`config.mk`:
```
export PLATFORM = sky130hd
export DESIGN_NAME = persiana_multicanal
export DESIGN_NICKNAME = d
export VERILOG_FILES = /design/src/rtl/persiana_pkg.sv /design/src/rtl/persiana_canal.sv /design/src/rtl/persiana_multicanal.sv
export SDC_FILE = /design/constraint.sdc
export NUM_CORES = 1
export LEC_CHECK = 0
export BUFFER_PORTS_ARGS = -buffer_cell sky130_fd_sc_hd__clkbuf_2
export CORE_MARGIN = 1.5
export CORE_UTILIZATION = 54
export CTS_CLUSTER_SIZE = 24
export DETAILED_ROUTE_END_ITERATION = 8
export GPL_TIMING_DRIVEN = 0
export PLACE_DENSITY = 0.83
export SLEW_MARGIN = 0
export SYNTH_ARGS = -nofsm -noshare
export SYNTH_HDL_FRONTEND = slang
export SYNTH_SLANG_ARGS = --single-unit
```
`constraint.sdc`:
```
create_clock -name clk -period 2.1 [get_ports clk]
set_clock_uncertainty 0.2 [all_clocks]
set_input_delay 0.42 -clock clk [delete_from_list [all_inputs] [get_ports clk]]
set_output_delay 0.42 -clock clk [all_outputs]
set_load 0.02 [all_outputs]
```
`src/rtl/persiana_pkg.sv`:
```
// Shared types for the multi-channel blind controller: command codes, channel
// FSM states, position tracker values and motion targets.
package persiana_pkg;

  localparam logic [2:0] MODE_STOP  = 3'b000;
  localparam logic [2:0] MODE_CLOSE = 3'b001;
  localparam logic [2:0] MODE_MID   = 3'b010;
  localparam logic [2:0] MODE_OPEN  = 3'b011;
  localparam logic [2:0] MODE_AUTO  = 3'b100;

  typedef enum logic [2:0] {
    ST_IDLE  = 3'd0,
    ST_UP    = 3'd1,
    ST_DOWN  = 3'd2,
    ST_DEAD  = 3'd3,
    ST_FAULT = 3'd4
  } estado_t;

  typedef enum logic [1:0] {POS_UNK, POS_LOW, POS_MID, POS_HIGH} pos_t;

  typedef enum logic [1:0] {TGT_NONE, TGT_BOT, TGT_MID, TGT_TOP} tgt_t;

  // Ambient light to target in automatic mode; 11 means hold still.
  function automatic tgt_t light_target(input logic [1:0] light);
    case (light)
      2'b00:   return TGT_TOP;
      2'b01:   return TGT_MID;
      2'b10:   return TGT_BOT;
      default: return TGT_NONE;
    endcase
  endfunction

endpackage

```
`src/rtl/persiana_canal.sv`:
```
// One blind channel: command register, position tracker and the motor FSM.
// The FSM and tracker only advance on prescaler ticks; commands land on any clk.
module persiana_canal
  import persiana_pkg::*;
#(
  parameter int TIMEOUT_TICKS = 16,
  parameter int DEAD_TICKS    = 2
) (
  input  logic       clk,
  input  logic       reset,
  input  logic       tick,
  input  logic       cmd_wr,
  input  logic [2:0] cmd_mode,
  input  logic [1:0] light,
  input  logic       s_inf,
  input  logic       s_med,
  input  logic       s_sup,
  output logic       subir,
  output logic       bajar,
  output logic       fault,
  output estado_t    estado
);

  localparam int MW = $clog2(TIMEOUT_TICKS + 1);
  localparam int DW = $clog2(DEAD_TICKS + 1);

  estado_t         state_q, state_d;
  tgt_t            fix_q, tgt;
  logic            auto_q, stop_pend;
  pos_t            pos_q;
  logic [MW-1:0]   mov_cnt, mov_d;
  logic [DW-1:0]   dead_cnt, dead_d;
  logic            at_tgt, want_up, dir_rev;

  // While faulted only a stop may rewrite the command; it is remembered until
  // the next tick so the FSM can leave FAULT there.
  always_ff @(posedge clk) begin
    if (reset) begin
      fix_q     <= TGT_NONE;
      auto_q    <= 1'b0;
      stop_pend <= 1'b0;
    end else begin
      if (cmd_wr && (state_q != ST_FAULT || cmd_mode == MODE_STOP)) begin
        auto_q <= 1'b0;
        case (cmd_mode)
          MODE_CLOSE: fix_q <= TGT_BOT;
          MODE_MID:   fix_q <= TGT_MID;
          MODE_OPEN:  fix_q <= TGT_TOP;
          MODE_AUTO:  auto_q <= 1'b1;
          default:    fix_q <= TGT_NONE;
        endcase
      end
      if (cmd_wr && cmd_mode == MODE_STOP) stop_pend <= 1'b1;
      else if (tick)                       stop_pend <= 1'b0;
    end
  end

  always_ff @(posedge clk) begin
    if (reset) begin
      pos_q <= POS_UNK;
    end else if (tick) begin
      if (s_inf)      pos_q <= POS_LOW;
      else if (s_med) pos_q <= POS_MID;
      else if (s_sup) pos_q <= POS_HIGH;
    end
  end

  always_comb begin
    tgt = auto_q ? light_target(light) : fix_q;
    case (tgt)
      TGT_BOT: at_tgt = s_inf;
      TGT_MID: at_tgt = s_med;
      TGT_TOP: at_tgt = s_sup;
      default: at_tgt = 1'b0;
    endcase
    want_up = (tgt == TGT_TOP) || (tgt == TGT_MID && pos_q == POS_LOW);
    dir_rev = (state_q == ST_UP && !want_up) || (state_q == ST_DOWN && want_up);
  end

  always_comb begin
    state_d = state_q;
    mov_d   = mov_cnt;
    dead_d  = dead_cnt;
    if (tick) begin
      if (s_inf && s_sup) begin
        state_d = ST_FAULT;
      end else begin
        case (state_q)
          ST_IDLE: begin
            if (tgt != TGT_NONE && !at_tgt) begin
              state_d = want_up ? ST_UP : ST_DOWN;
              mov_d   = '0;
            end
          end
          ST_UP, ST_DOWN: begin
            mov_d = mov_cnt + MW'(1);
            if (at_tgt || tgt == TGT_NONE) begin
              state_d = ST_IDLE;
            end else if (dir_rev || (state_q == ST_UP && s_sup)) begin
              // Reversal or overshoot past the top: idle both motors first.
              state_d = ST_DEAD;
              dead_d  = '0;
            end else if (mov_cnt == MW'(TIMEOUT_TICKS - 1)) begin
              state_d = ST_FAULT;
            end
          end
          ST_DEAD: begin
            if (tgt == TGT_NONE) begin
              state_d = ST_IDLE;
            end else if (dead_cnt == DW'(DEAD_TICKS - 1)) begin
              state_d = at_tgt ? ST_IDLE : (want_up ? ST_UP : ST_DOWN);
              mov_d   = '0;
            end else begin
              dead_d = dead_cnt + DW'(1);
            end
          end
          ST_FAULT: if (stop_pend) state_d = ST_IDLE;
          default:  state_d = ST_IDLE;
        endcase
      end
    end
  end

  always_ff @(posedge clk) begin
    if (reset) begin
      state_q  <= ST_IDLE;
      mov_cnt  <= '0;
      dead_cnt <= '0;
    end else begin
      state_q  <= state_d;
      mov_cnt  <= mov_d;
      dead_cnt <= dead_d;
    end
  end

  assign subir  = (state_q == ST_UP);
  assign bajar  = (state_q == ST_DOWN);
  assign fault  = (state_q == ST_FAULT);
  assign estado = state_q;

endmodule

```
`src/rtl/persiana_multicanal.sv`:
```
// N_CH independent blind controllers sharing a tick prescaler and light sensor.
// cmd_valid is a one-clk strobe with no ready: every legal command is taken on the edge it is shown.
module persiana_multicanal
  import persiana_pkg::*;
#(
  parameter int N_CH          = 2,
  parameter int DIV           = 25_000_000,
  parameter int TIMEOUT_TICKS = 16,
  parameter int DEAD_TICKS    = 2,
  localparam int CH_W         = (N_CH > 1) ? $clog2(N_CH) : 1
) (
  input  logic              clk,
  input  logic              reset,
  input  logic              cmd_valid,
  input  logic [CH_W-1:0]   cmd_ch,
  input  logic [2:0]        cmd_mode,
  input  logic [1:0]        light,
  input  logic [N_CH-1:0]   s_inf,
  input  logic [N_CH-1:0]   s_med,
  input  logic [N_CH-1:0]   s_sup,
  output logic [N_CH-1:0]   subir,
  output logic [N_CH-1:0]   bajar,
  output logic [N_CH-1:0]   fault,
  output logic              tick,
  output logic [3*N_CH-1:0] estado_dbg
);

  localparam int PW = $clog2(DIV);

  logic [PW-1:0] pre_cnt;
  logic          cmd_legal;
  estado_t       estado_w [N_CH];

  // tick is registered, so it is raised one edge early to sit on count DIV-1.
  always_ff @(posedge clk) begin
    if (reset) begin
      pre_cnt <= '0;
      tick    <= 1'b0;
    end else begin
      pre_cnt <= (pre_cnt == PW'(DIV - 1)) ? '0 : pre_cnt + PW'(1);
      tick    <= (pre_cnt == PW'(DIV - 2));
    end
  end

  assign cmd_legal = cmd_valid && (cmd_mode <= MODE_AUTO);

  for (genvar i = 0; i < N_CH; i++) begin : g_canal
    persiana_canal #(
      .TIMEOUT_TICKS (TIMEOUT_TICKS),
      .DEAD_TICKS    (DEAD_TICKS)
    ) u_canal (
      .clk      (clk),
      .reset    (reset),
      .tick     (tick),
      .cmd_wr   (cmd_legal && (int'(cmd_ch) == i)),
      .cmd_mode (cmd_mode),
      .light    (light),
      .s_inf    (s_inf[i]),
      .s_med    (s_med[i]),
      .s_sup    (s_sup[i]),
      .subir    (subir[i]),
      .bajar    (bajar[i]),
      .fault    (fault[i]),
      .estado   (estado_w[i])
    );
    assign estado_dbg[3*i +: 3] = estado_w[i];
  end

endmodule

```
==> out/metrics.cfg <==
[outcome]
outcome = finished, violations left
violations = setup timing

[setup_path]
path_delay_family = compound AO/OA/AOI/OAI gates
critPathKind = reg -> reg
cp_cell_sequence = buf_6, nor2_2, o21ai_1, a31oi_4, o31a_1, a211oi_4, mux2i_1, nor2_1
arrival_ps = 2570
critPathMaxStageDelay_ps = 520
crit_path_max_fanout = 6
endpoint_kind = flop
required_ps = 2130
worst_setup_path_start_kind = flop
critPathBufInv = 1
cp_slowest_cell = o21ai_1

[die]
rows = 28
die_area_sq_mm = 0.00667
pin_count = 28
initial_core_util = 0.561
die_w_um = 81.7
die_y_um = 81.7
core_sq_mm = 0.00596

[run]
drv_cap = 0

[synthesis]
syn_nets = 440
synth_seq_cells = 58
yosysTopAreaCellShare = 0.347
syn_area_per_cell_sq_um = 8.02
synth.distinct_cells = 67
yosysWarningCount = 0
synth_ff_type = dfxtp_1
async_reset_ff_frac = 0
syn_area_sq_mm = 0.00334
synth_top_area_cell = dfxtp_1
synth_cells = 417
seq_area_frac_synth = 0.347
synth_area_leaders = dfxtp_1 (35%), nor2_1 (7.1%), a21oi_1 (3.9%)
synth_edf_count = 0

[timing]
tightest_slew_ps = 703
timing.final.crit_share = 1.21
slew_headroom = 0.531
final-hold-violation-count = 0
finalSetupViolCount = 13
fmax_ghz = 0.393
finalMaxSlewViolations = 0
min_period_ps = 2540
tns_ps = -4060
rsz0062_at_grt = true
layout_setup_ws_ps = -443

[clocking]
cts-htree-levels = 3
cts_made_buffers = 9
path_clk_slew_ps = 70
cts_tree = built
clock_sinks = 58
clkLatencyLatePin_ps = 350
cts_buffer_depth = 2
root_buffer = clkbuf_8
ctsHoldBuffers = 0

[routing]
ant_nets = 0
drt_iter0_markers = 279
num_vias = 3472
drc = 0
wl_per_cell_um = 18.6
drt-pass1-iter-count = 5
routed_wl_um = 10300
avgViaCountPerCell = 6.28

[grt]
grt_pass1_wl_um = 13600
grt_pass1_vias = 3091
overflow = 0
grt_start_max_net_pins = 11
grt_usage = 0.269
antenna_found_initial = 0

[placement]
portBuffers = 24
place_inst = 516
placed_area_sq_mm = 0.00359
place_congestion = 0.849
hpwlAfterDp_um = 5430
post-place-ws_ps = -389

[cells_and_area]
fill_cells = 394
fin_cells = 553
syn_to_final_growth_pct = 30.4
n_antenna_cell = 0
drive_gt1_frac = 0.310
nets = 496
stdcell_area_sq_mm = 0.00436

[power_and_ir_drop]
vdd_drop_max_uv = 380
power.density_mw_per_mm2 = 541
switchingPower_w = 0.000571
pwr-share-seq = 0.475
p_int_w = 0.00179
switching_share = 0.242
comb_power_share = 0.074
p_total_w = 0.00236
clockPowerShare = 0.451
p_leak_nw = 1.55

[hold_path]
hold_path.class = in -> reg

==> Yosys cell counts, drive strengths merged, types with 7 or more instances <==
cell	n
ha	8
a21oi	27
xnor2	9
and3	8
nor2	63
nor3	11
nand2b	10
inv	23
o21ai	21
dfxtp	58
clkbuf	8
buf	14
xor2	12
nand2	24
or3	7
nand3	15
==> cell families (layout without fill, tap and decap cells) <==
| family | Yosys count | count (layout) | synth area share |
|---|---|---|---|
| compound gates | 96 | 97 | 0.202 |
| simple gates | 181 | 181 | 0.278 |
| mux | 6 | 6 | 0.0180 |
| xor+xnor | 21 | 21 | 0.0550 |
| flops | 58 | 58 | 0.347 |
| fa+ha+maj | 10 | 10 | 0.0359 |
| buf+inv | 45 | 105 | 0.0640 |
==> cell type report <==
cell class              count  area [sq um]  share of cell area
repair buffers             44           283              0.0649
multi-input cells         315          2370               0.543
clock buffers              14           163              0.0373
plain buffers              22           158              0.0362
clock inverters             2          35.0             0.00804
inverters                  23          86.3              0.0198
flip-flops and latches     58          1170               0.269
well taps                  75          93.8              0.0215
==> path summary, 6_finish.rpt <==
check	start	endpoint	slack, ps	cells past startpoint
min reg2reg	g_canal[1].u_canal.mov_cnt[4]	g_canal[1].u_canal.mov_cnt[4]	260	2
max	g_canal[0].u_canal.auto_q	g_canal[0].u_canal.dead_cnt[0]	-440	8
max reg2reg	g_canal[0].u_canal.auto_q	g_canal[0].u_canal.dead_cnt[0]	-440	8
min	s_med[0]	g_canal[0].u_canal.pos_q[0]	140	2
==> per-layer routing <==
metal / global-route usage / routed length (um) / part of all wire
met5: 0 / 0 / 0
met4: 0.173 / 585 / 0.057
met3: 0.0600 / 755 / 0.073
met2: 0.475 / 5010 / 0.49
met1: 0.287 / 3930 / 0.38
==> sequential cells by signal, summed over array words and instances (netlist names) <==
register,flops
pre_cnt,25
g_canal.u_canal.mov_cnt,10
g_canal.u_canal.estado,6
g_canal.u_canal.dead_cnt,4
g_canal.u_canal.fix_q,4
g_canal.u_canal.pos_q,4
g_canal.u_canal.auto_q,2
g_canal.u_canal.stop_pend,2
tick,1
==> power groups by stage <==
stage	registers (W)	clock network (W)	logic, W
after floorplan	0.00114	0	0.0000835
after global placement	0.00114	0	0.000121
after detailed placement	0.00114	0	0.000124
after CTS	0.00112	0.00106	0.000140
after global routing	0.00112	0.00110	0.000183
final	0.00112	0.00106	0.000174
==> cell usage in the layout (no fill, tap or decap), types with 4 or more instances in the layout <==
| cell type | count |
|---|---|
| and3_1 | 7 |
| a221oi_1 | 4 |
| a21oi_2 | 6 |
| xor2_1 | 12 |
| a21oi_1 | 19 |
| dfxtp_2 | 10 |
| inv_1 | 22 |
| buf_6 | 8 |
| a31oi_1 | 4 |
| o21ai_0 | 12 |
| xnor2_1 | 9 |
| nand2b_1 | 9 |
| dfxtp_1 | 48 |
| nand2_1 | 23 |
| clkbuf_2 | 25 |
| nor2_1 | 54 |
| nand3_1 | 14 |
| nor2_2 | 5 |
| mux2i_1 | 6 |
| ha_1 | 7 |
| nor3_1 | 7 |
| clkbuf_1 | 9 |
| or3_1 | 4 |
| nor2_4 | 4 |
| nand3b_1 | 6 |
| nand4_1 | 5 |
| nor2b_1 | 6 |
| o21ai_1 | 5 |
| buf_4 | 22 |
| clkbuf_8 | 11 |
| a22oi_1 | 5 |
==> through the flow <==
step,hold WS (ps),utilization
finish,139,0.732
global route,150,0.732
CTS,104,0.681
floorplan,231,-
detailed placement,245,0.604
global placement,240,0.604
==> what timing repair did <==
item                                    in CTS  in global routing
pin swaps                                   18                 24
resized for setup                           34                 70
setup buffers                               13                  4
cloned                                       0                  4
endpoints found under the setup margin      42                 52
hold endpoints to repair                     0                  0
==> worst reg2reg max path: cells and delay by family (launching register included) <==
| kind | cells | cell delay [ps] |
|---|---|---|
| and+or+nand+nor | 2 | 110 |
| muxes | 1 | 250 |
| DFF | 1 | 340 |
| buffers and inverters | 1 | 120 |
| AOI/OAI and AO/OA | 4 | 1410 |
Power figures use the tool's default switching activity.
